## src/rtl/seq_decoder_pkg.sv

```systemverilog
// ---------------------------------------------------------------------------------------------
// seq_decoder_pkg
//   Shared definitions for the sequencing one-hot decoder: mode encodings and a helper that
//   sizes the scan prescaler counter.
//
//   Contents:
//     mode_t          2-bit mode code carried on the controller bus
//     MODE_DECODE     00  index only changes on a load
//     MODE_SCAN_UP    01  index steps +1 every DIV cycles
//     MODE_SCAN_DOWN  10  index steps -1 every DIV cycles
//     MODE_HOLD       11  index and prescaler frozen
//     cnt_width()     prescaler width, max(1, $clog2(div))
// ---------------------------------------------------------------------------------------------
package seq_decoder_pkg;

  typedef logic [1:0] mode_t;

  localparam mode_t MODE_DECODE    = 2'b00;
  localparam mode_t MODE_SCAN_UP   = 2'b01;
  localparam mode_t MODE_SCAN_DOWN = 2'b10;
  localparam mode_t MODE_HOLD      = 2'b11;

  // DIV of 1 or 2 still needs a one-bit counter so the compare logic stays uniform.
  function automatic int unsigned cnt_width(int unsigned div);
    int unsigned w;
    w = $clog2(div);
    return (w < 1) ? 1 : w;
  endfunction

endpackage

```

## src/rtl/seq_decoder_if.sv

```systemverilog
// ---------------------------------------------------------------------------------------------
// seq_decoder_if
//   Bundle between a controller and the sequencing decoder.
//
//   Signals:
//     en    controller -> decoder  output enable (index keeps running when low)
//     mode  controller -> decoder  DECODE / SCAN_UP / SCAN_DOWN / HOLD
//     ld    controller -> decoder  load strobe, copies sel into the index
//     sel   controller -> decoder  select value used by ld
//     out   decoder -> loads       registered one-hot of the index, width 2^N
//     idx   decoder -> controller  current index
//     vld   decoder -> controller  registered copy of en
//     wrap  decoder -> controller  one-cycle pulse when a scan wraps
//
//   Modports: master (controller side), slave (decoder side).
// ---------------------------------------------------------------------------------------------
interface seq_decoder_if #(
  parameter int unsigned N = 3
) ();

  import seq_decoder_pkg::*;

  logic              en;
  mode_t             mode;
  logic              ld;
  logic [N-1:0]      sel;
  logic [(1<<N)-1:0] out;
  logic [N-1:0]      idx;
  logic              vld;
  logic              wrap;

  modport master (
    output en,
    output mode,
    output ld,
    output sel,
    input  out,
    input  idx,
    input  vld,
    input  wrap
  );

  modport slave (
    input  en,
    input  mode,
    input  ld,
    input  sel,
    output out,
    output idx,
    output vld,
    output wrap
  );

endinterface

```

## src/rtl/step_div.sv

```systemverilog
// ---------------------------------------------------------------------------------------------
// step_div
//   Scan prescaler. Counts 0..DIV-1 while run is high and flags the terminal count so the
//   owner can step its index; the counter then restarts from 0. clr has priority and forces
//   the count back to 0; with neither clr nor run the count is frozen.
//
//   Ports:
//     clk   clock, rising edge
//     rst   asynchronous active-high reset, count -> 0
//     clr   synchronous clear of the count
//     run   advance the count this cycle
//     tick  high while run is set and the count sits at DIV-1 (step edge)
//
//   DIV must be at least 1; DIV=1 makes tick follow run every cycle.
// ---------------------------------------------------------------------------------------------
module step_div
  import seq_decoder_pkg::*;
#(
  parameter int unsigned DIV = 4
) (
  input  logic clk,
  input  logic rst,
  input  logic clr,
  input  logic run,
  output logic tick
);

  localparam int unsigned     CntW   = cnt_width(DIV);
  localparam logic [CntW-1:0] CntMax = CntW'(DIV - 1);

  logic [CntW-1:0] cnt_q, cnt_d;

  always_comb begin
    tick  = run && !clr && (cnt_q == CntMax);
    cnt_d = cnt_q;
    if (clr || tick) begin
      cnt_d = '0;
    end else if (run) begin
      cnt_d = cnt_q + CntW'(1);
    end
  end

  always_ff @(posedge clk or posedge rst) begin
    if (rst) begin
      cnt_q <= '0;
    end else begin
      cnt_q <= cnt_d;
    end
  end

endmodule

```

## src/rtl/seq_decoder.sv

```systemverilog
// ---------------------------------------------------------------------------------------------
// seq_decoder
//   Registered N-to-2^N one-hot decoder with a built-in index sequencer. The index can be
//   loaded directly, held, or stepped up/down once every DIV cycles; the one-hot output is
//   the registered decode of the next index, gated by en.
//
//   Ports:
//     clk   clock, rising edge
//     rst   asynchronous active-high reset (idx, out, vld, wrap -> 0, mode history -> DECODE)
//     bus   seq_decoder_if slave: en/mode/ld/sel in, out/idx/vld/wrap out
//
//   Index priority, highest first: ld, then a change of mode (prescaler restarts, index
//   kept), then the behaviour of the current mode.
// ---------------------------------------------------------------------------------------------
module seq_decoder
  import seq_decoder_pkg::*;
#(
  parameter int unsigned N   = 3,
  parameter int unsigned DIV = 4
) (
  input  logic          clk,
  input  logic          rst,
  seq_decoder_if.slave  bus
);

  localparam int unsigned  OutW    = 1 << N;
  localparam logic [N-1:0] IdxLast = {N{1'b1}};

  logic [N-1:0]    idx_q, idx_d;
  logic [OutW-1:0] out_q, out_d;
  logic            vld_q;
  logic            wrap_q, wrap_d;
  mode_t           mode_q;

  logic mode_chg;
  logic is_scan;
  logic pre_clr;
  logic pre_run;
  logic tick;

  // Prescaler control. DECODE keeps the count parked at 0; HOLD neither clears nor runs it,
  // so a scan resumed from HOLD without a mode change would continue the old phase -- but any
  // return from HOLD is itself a mode change, which restarts the phase.
  always_comb begin
    mode_chg = (bus.mode != mode_q);
    is_scan  = (bus.mode == MODE_SCAN_UP) || (bus.mode == MODE_SCAN_DOWN);
    pre_clr  = bus.ld || mode_chg || (bus.mode == MODE_DECODE);
    pre_run  = is_scan && !bus.ld && !mode_chg;
  end

  step_div #(
    .DIV (DIV)
  ) u_step_div (
    .clk  (clk),
    .rst  (rst),
    .clr  (pre_clr),
    .run  (pre_run),
    .tick (tick)
  );

  // Next index, wrap flag and one-hot. tick is only ever raised in a scan mode without ld,
  // so a load on a step edge wins and suppresses wrap automatically.
  always_comb begin
    idx_d  = idx_q;
    wrap_d = 1'b0;
    if (bus.ld) begin
      idx_d = bus.sel;
    end else if (tick) begin
      unique case (bus.mode)
        MODE_SCAN_UP: begin
          idx_d  = idx_q + N'(1);
          wrap_d = (idx_q == IdxLast);
        end
        MODE_SCAN_DOWN: begin
          idx_d  = idx_q - N'(1);
          wrap_d = (idx_q == '0);
        end
        default: begin
          idx_d  = idx_q;
          wrap_d = 1'b0;
        end
      endcase
    end
    out_d = bus.en ? (OutW'(1) << idx_d) : '0;
  end

  always_ff @(posedge clk or posedge rst) begin
    if (rst) begin
      idx_q  <= '0;
      out_q  <= '0;
      vld_q  <= 1'b0;
      wrap_q <= 1'b0;
      mode_q <= MODE_DECODE;
    end else begin
      idx_q  <= idx_d;
      out_q  <= out_d;
      vld_q  <= bus.en;
      wrap_q <= wrap_d;
      mode_q <= bus.mode;
    end
  end

  assign bus.out  = out_q;
  assign bus.idx  = idx_q;
  assign bus.vld  = vld_q;
  assign bus.wrap = wrap_q;

endmodule

```

## src/flat_wrapper.sv

```systemverilog
// flat-port wrapper written by rule: the top's interface ports become plain ports
module seq_decoder_flat import seq_decoder_pkg::*;
#(
  parameter int unsigned N   = 3,
  parameter int unsigned DIV = 4
)
  (clk, rst, bus_en, bus_mode, bus_ld, bus_sel, bus_out, bus_idx, bus_vld, bus_wrap);
  seq_decoder_if #(.N(N)) bus_i ();
  input  logic clk;
  input  logic rst;
  input wire logic [$bits(bus_i.en)-1:0] bus_en;
  input wire logic [$bits(bus_i.mode)-1:0] bus_mode;
  input wire logic [$bits(bus_i.ld)-1:0] bus_ld;
  input wire logic [$bits(bus_i.sel)-1:0] bus_sel;
  output wire logic [$bits(bus_i.out)-1:0] bus_out;
  output wire logic [$bits(bus_i.idx)-1:0] bus_idx;
  output wire logic [$bits(bus_i.vld)-1:0] bus_vld;
  output wire logic [$bits(bus_i.wrap)-1:0] bus_wrap;
  assign bus_i.en = bus_en;
  assign bus_i.mode = bus_mode;
  assign bus_i.ld = bus_ld;
  assign bus_i.sel = bus_sel;
  assign bus_out = bus_i.out;
  assign bus_idx = bus_i.idx;
  assign bus_vld = bus_i.vld;
  assign bus_wrap = bus_i.wrap;
  seq_decoder #(.N(N), .DIV(DIV)) u_core (.clk(clk), .rst(rst), .bus(bus_i));
endmodule
```

## config.mk

```make
export PLATFORM = sky130hd
export DESIGN_NAME = seq_decoder_flat
export DESIGN_NICKNAME = d
export VERILOG_FILES = /design/src/rtl/seq_decoder_pkg.sv /design/src/rtl/seq_decoder_if.sv /design/src/rtl/step_div.sv /design/src/rtl/seq_decoder.sv /design/src/flat_wrapper.sv
export SDC_FILE = /design/constraint.sdc
export NUM_CORES = 1
export LEC_CHECK = 0
export BUFFER_PORTS_ARGS = -buffer_cell sky130_fd_sc_hd__buf_2
export CAP_MARGIN = 20
export CORE_UTILIZATION = 50
export DETAILED_ROUTE_END_ITERATION = 16
export PLACE_DENSITY = 0.76
export SLEW_MARGIN = 40
export SYNTH_ARGS = -nofsm -noshare
export SYNTH_HDL_FRONTEND = slang
export SYNTH_SLANG_ARGS = --single-unit
export TNS_END_PERCENT = 10
```

## constraint.sdc

```tcl
create_clock -name clk -period 2.2 [get_ports clk]
set_input_delay 0.33 -clock clk [delete_from_list [all_inputs] [get_ports clk]]
set_output_delay 0.33 -clock clk [all_outputs]
set_load 0.005 [all_outputs]
```

* Word-level counts from Yosys, hierarchy flattened *
Index checks and enable logic that the tools add are counted.
W data, S select, Z words.

storage, ports and cells
  flip-flop bits (word level) = 17
  logic and storage cells = 38
  output and inout port bits = 13
  input port bits = 9

operators by class
  shifts and indexed selects = 1
  equal/unequal tests = 5
  reductions and logical operators = 14
  add/subtract/negate cells = 3
  muxes and demuxes = 9

operator list
  cell                   count
  $mux W8                1
  $shl A1 B3 Y8 const A  1
  $mux W3                2
  $pmux W3 S2            1
  $eq A2 B2 Y1 const B   2
  $logic_and A1 B1 Y1    4
  $logic_or A1 B1 Y1     4
  $mux W2                2
  $add A3 B1 Y3 const B  1
  $eq A3 B3 Y1 const B   1
  $logic_not A1 Y1       3
  $logic_not A3 Y1       1
  $sub A3 B1 Y3 const B  1
  $add A2 B1 Y2 const B  1
  $eq A2 B1 Y1 const B   1
  $logic_not A2 Y1       1
  $mux W1                2
  $ne A2 B2 Y1           1
  $pmux W1 S2            1
  $reduce_bool A2 Y1     1

* Longest topological paths before layout *
Gate-level depths: netlist of the first run.

  depth after elaboration = 10
  gate-level depth with buffers = 10
  gate-level depth less buffers = 10

* Hierarchy *
A second synthesis of the first run with hierarchy kept.

unflattened totals
  cell total of the unflattened synthesis = 73
  area, all modules = 832.0 um^2

by module, submodules not included
  module       cells each  seq. area each (um^2)  times used  area each (um^2)
  seq_decoder  62          375.4                  1           718.2
  step_div     11          50.0                   1           113.9

* Least setup slack after synthesis of the first run *
Ideal clock, no wire load.

  kind = input port to flip-flop
  from = input bus_mode[0]
  to = register u_core.out_q[0] (netlist: u_core.bus.out[0])
  path slack = 0.158 ns
  stages = 9
  path buffers = 0
  library setup time = 0.073 ns
  arrival time = 1.969 ns
  data required time = 2.127 ns
  path through = inv_1 -> ha_1 -> xor2_1 -> ha_1 -> a21oi_2 -> xnor2_2 -> xnor2_1 -> or4b_4 -> a21oi_2

between the ends
  word-level cells in the longest chain between the ends = 10
  elaborated cells between the ends (all ways) = 18
  those cells by class = 3 x eq/ne; 1 x shift; 4 x mux; 10 x reduce/logical

ends and longest elaborated chain
  element                                                           RTL line                              text
  start, declared                                                   flat_wrapper.sv:12                    input wire logic [$bits(bus_i.mode)-1:0] bus_mode;
  $eq A2 B1 Y1 (tied with other cells)                              seq_decoder.sv:46, seq_decoder.sv:69
  $logic_or A1 B1 Y1 (on tied branches)                             seq_decoder.sv:46, seq_decoder.sv:47
  $logic_and A1 B1 Y1 / $logic_or A1 B1 Y1 (equally long branches)  seq_decoder.sv:48, seq_decoder.sv:47
  $logic_and A1 B1 Y1 / $logic_not A1 Y1 (equally long branches)    seq_decoder.sv:48, step_div.sv:34
  $logic_and A1 B1 Y1 (2 in series)                                 step_div.sv:34                        tick = run && !clr && (cnt_q == CntMax);
  $mux W3 (*)                                                       seq_decoder.sv:68                     end else if (tick) begin
  $mux W3 (*)                                                       seq_decoder.sv:66                     if (bus.ld) begin
  $shl A1 B3 Y8 (*)                                                 seq_decoder.sv:84                     out_d = bus.en ? (OutW'(1) << idx_d) : '0;
  $mux W8 (*)                                                       seq_decoder.sv:84
  net u_core.out_d[0]                                               seq_decoder.sv:30                     logic [OutW-1:0] out_q, out_d;
  end signal, assigned                                              seq_decoder.sv:96                     out_q <= out_d;
  end, declared                                                     seq_decoder.sv:30

Mark *: on every way through the listed nets, which the timed path passes. The rest lies on a longest branch.
A chain may end at the register's enable or synchronous reset.

* Worst setup path in the final report of the first run *
  from = register u_core.idx_q[1] (netlist: u_core.bus.idx[1])
  to = register u_core.out_q[1] (netlist: u_core.bus.out[1])

between the ends
  word-level cells in the longest chain between the ends = 6
  elaborated cells between the ends (all ways) = 7
  those cells by class = 2 x add/sub; 1 x shift; 4 x mux

ends and longest elaborated chain
  element                                                RTL line                              text
  start, declared                                        seq_decoder.sv:29                     logic [N-1:0] idx_q, idx_d;
  start signal, assigned                                 seq_decoder.sv:95                     idx_q <= idx_d;
  $sub A3 B1 Y3 / $add A3 B1 Y3 (equally long branches)  seq_decoder.sv:75, seq_decoder.sv:71
  $pmux W3 S2 (*)                                        seq_decoder.sv:69                     unique case (bus.mode)
  $mux W3 (*)                                            seq_decoder.sv:68
  $mux W3 (*)                                            seq_decoder.sv:66
  net u_core.idx_d[2]                                    seq_decoder.sv:29
  $shl A1 B3 Y8 (*)                                      seq_decoder.sv:84
  $mux W8 (*)                                            seq_decoder.sv:84
  net u_core.out_d[1]                                    seq_decoder.sv:30

Marked as above.

==> results of run 1 <==
flip-flops by register name, indices dropped and copies added, names as in the netlist:
| register | flops |
|---|---|
| u_core.bus.idx | 3 |
| u_core.bus.out | 8 |
| u_core.u_step_div.cnt_q | 2 |
| u_core.mode_q | 2 |
| u_core.bus.wrap | 1 |
| u_core.bus.vld | 1 |
synth_stat cells:
library cell | number | area share
o31a_2 | 1 | 0.012
ha_1 | 6 | 0.089
a41oi_1 | 2 | 0.021
xnor2_2 | 1 | 0.019
o21a_1 | 2 | 0.018
or2_2 | 1 | 0.0074
and4bb_1 | 1 | 0.015
mux2i_1 | 2 | 0.024
nand3b_1 | 1 | 0.0089
dfrtp_1 | 17 | 0.50
or4b_4 | 1 | 0.016
inv_1 | 7 | 0.031
a21oi_2 | 2 | 0.021
xor2_1 | 2 | 0.021
nand2b_1 | 2 | 0.015
clkbuf_1 | 1 | 0.0044
nor3_1 | 8 | 0.047
and2_1 | 1 | 0.0074
a22oi_1 | 1 | 0.0089
nor2_1 | 5 | 0.022
a21oi_1 | 1 | 0.0059
a31oi_1 | 1 | 0.0074
xnor2_1 | 3 | 0.031
o21ai_0 | 1 | 0.0059
nand2_1 | 4 | 0.018
nand3_1 | 2 | 0.012
nor4b_1 | 1 | 0.010
critical path, cell delays in order (launching register included):
cell	delay (ns)
dfrtp_1	0.46
xor2_1	0.18
ha_1	0.21
a21oi_2	0.15
xnor2_2	0.10
a41oi_1	0.23
o21a_1	0.21
inv_1	0.11
nor3_1	0.24
area by class of cell:
type / instances / area [sq um]
tap: 16 / 20.0
inverter: 7 / 26.3
multi-input combinational: 52 / 390
clock buffer: 3 / 22.5
clock inverter: 1 / 5.00
fill: 132 / 524
sequential: 17 / 425
timing repair buffer: 24 / 128
kinds of logic (layout without fill, tap and decap cells):
group / after synthesis / in the layout / share of synthesized area
adder cells (fa/ha/maj): 6 / 6 / 0.0888
XOR/XNOR: 6 / 6 / 0.0710
AND/OR/NAND/NOR: 27 / 27 / 0.179
multiplexers: 2 / 2 / 0.0237
AO/OA/AOI/OAI: 11 / 11 / 0.0991
flip-flops: 17 / 17 / 0.503
buffers and inverters: 8 / 35 / 0.0355
final timing paths:
check	from	endpoint	slack, ns	cells past startpoint
setup / recovery	u_core.bus.idx[1]	u_core.bus.out[1]	0.22	8
hold / removal	rst	u_core.bus.out[4]	0.09	2
setup reg to reg	u_core.bus.idx[1]	u_core.bus.out[1]	0.22	8
hold reg to reg	u_core.u_step_div.cnt_q[1]	u_core.u_step_div.cnt_q[1]	0.55	2
max in group asynchronous	rst	u_core.mode_q[1]	1.69	2
min in group clk	bus_en	u_core.bus.vld	0.16	1
stage by stage:
step	setup slack (ns)	hold slack, ns	power, uW
2_1_floorplan	0.158	0.256	430
3_3_place_gp	0.0675	0.429	471
3_5_place_dp	-0.0198	0.450	476
4_1_cts	0.233	0.120	646
5_1_grt	0.0800	0.146	678
6_report	0.220	0.0944	642
routing by layer:
metal,vias up,wire (um)
met5,-,0
met3,5,60
met4,0,34
li1,320,-
met2,16,697
met1,288,763
power by group through the flow:
stage	registers, uW	clock network [uW]	logic, uW
5_1_grt	345	189	144
6_report	342	172	127
3_3_place_gp	348	0	123
2_1_floorplan	348	0	81.8
4_1_cts	342	177	128
3_5_place_dp	349	0	127
==> impl_metrics.py, run 1 <==
metrics = {
    "cells_and_area": {
        "num_antenna_cells": 0,
        "layout_common_cells": "buf_2 (21), dfrtp_1 (17), nor3_1 (8), inv_1 (7), ha_1 (6)",
        "finish.utilization": 0.660,
        "area_delta_synth_final_pct": 20.3,
        "drive_gt1_frac": 0.327,
        "finish.net_count": 120,
        "final-instance-count-excl-fill": 120,
        "mostFrequentLayoutCell": "buf_2",
        "stdcell_area_sq_um": 1020,
    },
    "timing": {
        "fmax_mhz": 505,
        "setup_tns_ns": 0,
        "worst_pin_slew_ns": 0.643,
        "max_slew_margin": 0.571,
        "min_period_ns": 1.98,
        "finalSetupViolCount": 0,
        "rsz0062_at_grt": "no",
        "finalMaxSlewViolations": 0,
        "hold_viol": 0,
        "finalCritPeriodShare": 0.900,
        "finalClockSkew_ns": 0.00670,
    },
    "yosys": {
        "ys_seq_elements": 17,
        "postSynthCellCount": 77,
        "seq_area_frac_synth": 0.503,
        "synth_cell_types": 27,
        "netlist_area_sq_um": 846,
        "yosysWarnings": 0,
        "avgSynthCellArea_sq_um": 11.0,
        "syn_nets": 92,
    },
    "clock_tree": {
        "cts_max_level": 1,
        "cts_inserted_buffers": 3,
        "cts.sinks": 17,
        "post_cts_resized": 0,
        "cts_hold_buffers": 0,
        "postCtsSetupRepairBufs": 0,
        "clk_pin_slew_ns": 0.11,
        "cts_buffer_depth": 2,
        "clk_latency_ns": 0.30,
        "cts_tree": "yes",
        "root_buffer": "clkbuf_4",
    },
    "placement": {
        "dpl.hpwl_mm": 1.15,
        "dpl-instance-area_sq_um": 990,
        "finalWeightedCongestion": 0.792,
        "io_buffers": 21,
        "dp.cells": 116,
    },
    "critical_path": {
        "crit_arrival_ns": 2.18,
        "worst_setup_path_end_kind": "register",
        "worstPathRequired_ns": 2.40,
        "crit_type": "register to register",
        "cp-start-kind": "register",
        "crit_fanout": 6,
    },
    "global_routing": {
        "gr-total-overflow": 0,
        "grt_max_degree": 18,
        "grt_antenna_before_repair": 0,
        "grt-busiest-layer": "met2",
        "grtUsageMet2": 0.290,
        "grt_pass1_wl_mm": 2.56,
        "grt_util_met1": 0.253,
        "grt_util_all_layers": 0.197,
        "use_met3": 0.0553,
        "grt_pass1_vias": 585,
    },
    "floorplan": {
        "fp-row-count": 14,
        "die_w_um": 43.1,
        "ios": 22,
        "fp.dieH_um": 43.1,
        "dieArea_sq_um": 1860,
        "core_area_sq_um": 1540,
        "start_util": 0.549,
    },
    "route": {
        "routed_wl_mm": 1.56,
        "vias_per_cell": 5.24,
        "first_iter_violations": 14,
        "dr.pass1.iters": 4,
        "remaining_drc_errors": 0,
        "routedWlPerCell_um": 13.0,
        "postRouteAntennaNets": 0,
        "via_count": 629,
    },
    "power_and_ir_drop": {
        "combPwrFrac": 0.198,
        "internal-power_uw": 454,
        "powerDensity_nw_per_um2": 631,
        "power_frac_seq": 0.533,
        "total_leakage_power_uw": 0.000537,
        "netSwitchingPower_uw": 188,
        "swShare": 0.293,
        "peakVddDrop_v": 0.000402,
        "p_clk_frac": 0.268,
    },
    "min_path": {
        "hold_path_class": "input pin to asynchronous set/reset pin",
    },
    "status": {
        "status": "complete, no violations",
    },
    "run": {
        "maxCapViolations": 0,
    },
}
No activity file was read; power rests on OpenSTA's default activity.
==> inputs of run 2 (changes only) <==
Settings changed: REMOVE_ABC_BUFFERS from default to 1.
==> run 2 against run 1 <==
Compared with the run above: first-iteration DRC count fell by 64%; global-route usage is 0.41 points higher; final cell count unchanged; critical path depth is 1 lower; clock skew is 0.0052 ns lower; worst hold slack improved by 0.0032 ns; non-clock buffer count unchanged; worst setup slack gained 0.038 ns; clock-buffer cell count is the same; maximum frequency rose by 1.9%; flip-flop and latch count is the same; largest power group unchanged.
==> impl_metrics.py, run 2 (synthesis gave the netlist of run 1 again) <==
metrics = {
    "timing": {
        "finalCritPeriodShare": 0.883,
        "worst_pin_slew_ns": 0.616,
        "finalMaxSlewViolations": 0,
        "max_slew_margin": 0.589,
        "finalClockSkew_ns": 0.00154,
        "rsz0062_at_grt": "no",
        "setup_tns_ns": 0,
        "fmax_mhz": 515,
        "hold_viol": 0,
        "min_period_ns": 1.94,
        "finalSetupViolCount": 0,
    },
    "route": {
        "vias_per_cell": 5.18,
        "dr.pass1.iters": 4,
        "remaining_drc_errors": 0,
        "postRouteAntennaNets": 0,
        "routed_wl_mm": 1.49,
        "routedWlPerCell_um": 12.4,
        "first_iter_violations": 5,
        "via_count": 622,
    },
    "floorplan": {
        "fp.dieH_um": 43.1,
        "fp-row-count": 14,
        "start_util": 0.549,
        "dieArea_sq_um": 1860,
        "core_area_sq_um": 1540,
        "die_w_um": 43.1,
        "ios": 22,
    },
    "cells_and_area": {
        "layout_common_cells": "buf_2 (21), dfrtp_1 (17), nor3_1 (8), inv_1 (7), ha_1 (6)",
        "final-instance-count-excl-fill": 120,
        "finish.utilization": 0.660,
        "area_delta_synth_final_pct": 20.3,
        "drive_gt1_frac": 0.327,
        "largest_reg_flops": 8,
        "num_antenna_cells": 0,
        "mostFrequentLayoutCell": "buf_2",
        "finish.net_count": 120,
    },
    "clock_tree": {
        "clk_latency_ns": 0.29,
        "post_cts_resized": 0,
        "cts_tree": "yes",
        "clk_pin_slew_ns": 0.10,
        "postCtsSetupRepairBufs": 0,
        "cts_max_level": 1,
        "cts.sinks": 17,
        "cts_hold_buffers": 0,
        "cts_inserted_buffers": 3,
        "cts_buffer_depth": 2,
        "root_buffer": "clkbuf_4",
    },
    "status": {
        "status": "complete, no violations",
    },
    "power_and_ir_drop": {
        "power_frac_seq": 0.537,
        "internal-power_uw": 454,
        "total_leakage_power_uw": 0.000537,
        "netSwitchingPower_uw": 184,
        "peakVddDrop_v": 0.000511,
        "swShare": 0.288,
        "combPwrFrac": 0.200,
        "p_clk_frac": 0.263,
        "powerDensity_nw_per_um2": 627,
    },
    "global_routing": {
        "grt_max_degree": 18,
        "grt_pass1_wl_mm": 2.71,
        "gr-total-overflow": 0,
        "grtUsageMet2": 0.316,
        "use_met3": 0.0255,
        "grt_util_met1": 0.266,
        "grt_pass1_vias": 625,
        "grt_util_all_layers": 0.201,
        "grt-busiest-layer": "met2",
        "grt_antenna_before_repair": 0,
    },
    "placement": {
        "io_buffers": 21,
        "dp.cells": 116,
        "finalWeightedCongestion": 0.733,
        "dpl.hpwl_mm": 1.19,
    },
    "critical_path": {
        "crit_fanout": 6,
        "worstPathRequired_ns": 2.43,
        "cp-start-kind": "register",
        "crit_arrival_ns": 2.17,
        "worst_setup_path_end_kind": "register",
        "crit_type": "register to register",
    },
    "run": {
        "maxCapViolations": 0,
    },
    "min_path": {
        "hold_path_class": "input pin to asynchronous set/reset pin",
    },
}
==> run 2: cell counts in the layout (fill, tap and decap cells not counted) <==
No cell type changed its count.
==> run 2: power groups by stage <==
stage	clock, uW	combinational, uW	sequential, uW
global placement	0	124	347
finish	168	127	342
global route	179	146	345
detailed placement	0	128	349
floorplan	0	79.8	348
CTS	169	129	342
==> run 2: cell type report <==
type / instances / area [sq um]
clock inverters: 1 / 5.00
well taps: 16 / 20.0
clock buffers: 3 / 22.5
fillers: 133 / 524
flip-flops and latches: 17 / 425
multi-input cells: 52 / 390
inverters: 7 / 26.3
repair buffers: 24 / 128
==> run 2: per-stage QoR <==
step                setup slack, ns  total power [uW]  area (sq um)  hold WS (ns)
floorplan                     0.158               428           842         0.256
global placement             0.0683               471           990         0.434
detailed placement          0.00634               477           990         0.439
CTS                           0.254               640          1020         0.125
global route                  0.134               670          1020         0.170
finish                        0.258               638          1020        0.0977
==> run 2: layer usage <==
metal  vias up  part of all wire
li1        322                 -
met1       275              0.47
met2        21              0.47
met3         4             0.036
met4         0             0.023
met5         -                 0
==> run 2: path summary, 6_finish.rpt <==
kind                            slack, ns  cells past startpoint                        from                    endpoint
worst max register to register       0.26                      7           u_core.bus.idx[1]           u_core.bus.out[0]
worst min-delay path                  0.1                      2                         rst  u_core.u_step_div.cnt_q[0]
min in group clk                     0.17                      1                      bus_en              u_core.bus.vld
max in group asynchronous            1.71                      2                         rst           u_core.bus.idx[0]
worst min register to register       0.55                      2  u_core.u_step_div.cnt_q[1]  u_core.u_step_div.cnt_q[1]
worst max-delay path                 0.26                      7           u_core.bus.idx[1]           u_core.bus.out[0]
==> run 2: critical path, stage by stage (launching register included) <==
cell	delay (ns)
dfrtp_1	0.46
xor2_1	0.17
ha_1	0.20
a21oi_2	0.16
xnor2_2	0.16
xnor2_1	0.09
or4b_4	0.51
a21oi_2	0.14
==> inputs of run 3 (changes only) <==
Settings changed: CORE_UTILIZATION 50 to 45, PLACE_DENSITY 0.76 to 0.72.
Clock period 2.2 ns to 1.65 ns, I/O delays scaled along.
==> run 3 against run 2 <==
Compared with the run above: the run now ends with negative setup slack left; core utilization up 3.7 points; die area up 11%; combinational power up 100%; critical path depth up 1; register-to-register slack worse by 0.49 ns; non-clock buffer count up 15; final area up 20%; maximum frequency up 3.0%; total power up 46%; worst hold slack worse by 0.078 ns; clock-buffer cell count unchanged; clock power up 35%; largest cell class is now multi-input combinational cells; largest power group unchanged.
==> impl_metrics.py, run 3 (synthesis gave the netlist of run 1 again) <==
metrics = {
    "run": {
        "maxCapViolations": 0,
    },
    "global_routing": {
        "grt_util_all_layers": 0.188,
        "grt_antenna_before_repair": 0,
        "grt_pass1_wl_mm": 2.72,
        "grt_pass1_vias": 603,
        "gr-total-overflow": 0,
        "grt_max_degree": 18,
    },
    "route": {
        "routed_wl_mm": 1.98,
        "remaining_drc_errors": 0,
        "first_iter_violations": 8,
        "routedWlPerCell_um": 13.7,
        "dr.pass1.iters": 4,
        "vias_per_cell": 5.04,
        "via_count": 726,
        "postRouteAntennaNets": 0,
    },
    "clock_tree": {
        "cts_inserted_buffers": 3,
        "clk_latency_ns": 0.29,
        "root_buffer": "clkbuf_4",
        "cts_tree": "yes",
        "cts_buffer_depth": 2,
        "clk_pin_slew_ns": 0.11,
        "cts.sinks": 17,
        "cts_max_level": 1,
        "cts_hold_buffers": 0,
    },
    "cells_and_area": {
        "drive_gt1_frac": 0.546,
        "layout_common_cells": "buf_2 (21), buf_4 (18), dfrtp_1 (17), nor3_2 (6)",
        "largest_reg_flops": 8,
        "finish.net_count": 135,
        "num_antenna_cells": 0,
        "multi_input_area_sq_um": 465,
        "final-seq-area_sq_um": 425,
        "area_delta_synth_final_pct": 43.8,
        "mostFrequentLayoutCell": "buf_2",
        "fillers": 142,
        "finish.utilization": 0.697,
    },
    "critical_path": {
        "worstPathRequired_ns": 1.85,
        "r2r_start": "u_core.bus.idx[1]",
        "ff2ff_setup_slack_ns": -0.24,
        "crit_arrival_ns": 2.09,
        "worst_setup_path_end_kind": "register",
        "max_stage_delay_ns": 0.40,
        "rr_worst_depth": 8,
        "critPathTopFamily": "compound AO/OA/AOI/OAI gates",
        "crit_type": "register to register",
        "crit_fanout": 3,
        "cp-start-kind": "register",
        "reg2reg_to": "u_core.bus.out[6]",
        "crit_buf_inv": 1,
        "crit_path_top_delay_cell": "dfrtp_1",
        "worstPathCellList": "xor2_1 -> ha_2 -> a21oi_4 -> xnor2_2 -> o31a_2 -> o21a_1 -> buf_4 -> nor3_2",
    },
    "timing": {
        "finalMaxSlewViolations": 0,
        "holdWs_ns": 0.0194,
        "worst_pin_slew_ns": 0.649,
        "hold_viol": 0,
        "min_period_ns": 1.89,
        "worst_slack_ns": -0.236,
        "rsz0062_at_grt": "yes",
        "max_slew_margin": 0.567,
        "finalCritPeriodShare": 1.14,
        "finalClockSkew_ns": 0.0133,
        "finalSetupViolCount": 9,
        "fmax_mhz": 530,
    },
    "status": {
        "violations": "negative setup slack",
        "status": "finished with violations",
    },
    "power_and_ir_drop": {
        "swShare": 0.304,
        "peakVddDrop_v": 0.000508,
        "internal-power_uw": 650,
        "powerDensity_nw_per_um2": 768,
        "power_frac_seq": 0.483,
        "p_clk_frac": 0.244,
        "total_leakage_power_uw": 0.000608,
        "netSwitchingPower_uw": 284,
        "p_total_uw": 934,
        "combPwrFrac": 0.274,
    },
    "floorplan": {
        "fp.dieH_um": 45.4,
        "die_w_um": 45.4,
        "start_util": 0.485,
        "dieArea_sq_um": 2060,
        "fp-row-count": 15,
        "ios": 22,
        "core_area_sq_um": 1750,
    },
    "placement": {
        "io_buffers": 21,
        "finalWeightedCongestion": 0.815,
        "dpl.hpwl_mm": 1.27,
    },
    "min_path": {
        "hold_path_class": "input pin to asynchronous set/reset pin",
    },
}
run 3: layer usage:
metal / up-vias / share of wire / global-route usage
li1: 351 / - / -
met3: 0 / 0.034 / 0.0280
met2: 18 / 0.55 / 0.301
met1: 357 / 0.41 / 0.262
met4: 0 / 0 / 0.0545
met5: - / 0 / 0
run 3: layout make-up:
cell class                      count  share of cell area
Clock inverter                      1             0.00412
Multi-Input combinational cell     52               0.383
Inverter                            7              0.0216
Clock buffer                        3              0.0185
Sequential cell                    17               0.350
Tap cell                           25              0.0257
Timing Repair Buffer               39               0.198
run 3: power by group through the flow:
stage	registers [uW]	logic (uW)	clock network, uW
2_1_floorplan	464	106	0
3_3_place_gp	458	198	0
3_5_place_dp	458	205	0
4_1_cts	450	221	232
5_1_grt	453	276	249
6_report	451	256	227
run 3: worst max path at each step:
stage | startpoint | endpoint | slack, ns | depth (start not counted)
after floorplan | bus_mode[0] | u_core.bus.out[0] | -0.31 | 9
after global placement | bus_mode[0] | u_core.bus.out[0] | -0.40 | 10
after detailed placement | bus_mode[0] | u_core.bus.out[3] | -0.51 | 11
after CTS | u_core.bus.idx[1] | u_core.bus.out[0] | -0.21 | 7
after global routing | u_core.bus.idx[1] | u_core.bus.out[6] | -0.30 | 8
final | u_core.bus.idx[1] | u_core.bus.out[6] | -0.24 | 8
run 3: repair_timing:
item,in CTS,in global routing
endpoints found under the setup margin,10,10
endpoints found under the hold margin,0,0
gates resized for setup,3,15
pin swaps,4,8
setup buffers,2,1
run 3: through the flow:
stage | cells | setup slack [ns] | setup TNS, ns | area, sq um
after floorplan | 76 | -0.309 | -1.53 | 842
after global placement | 137 | -0.399 | -3.34 | 1090
after detailed placement | 137 | -0.509 | -4.03 | 1090
after CTS | 143 | -0.215 | -1.55 | 1140
after global routing | 144 | -0.303 | -2.25 | 1220
final | 144 | -0.236 | -1.48 | 1220
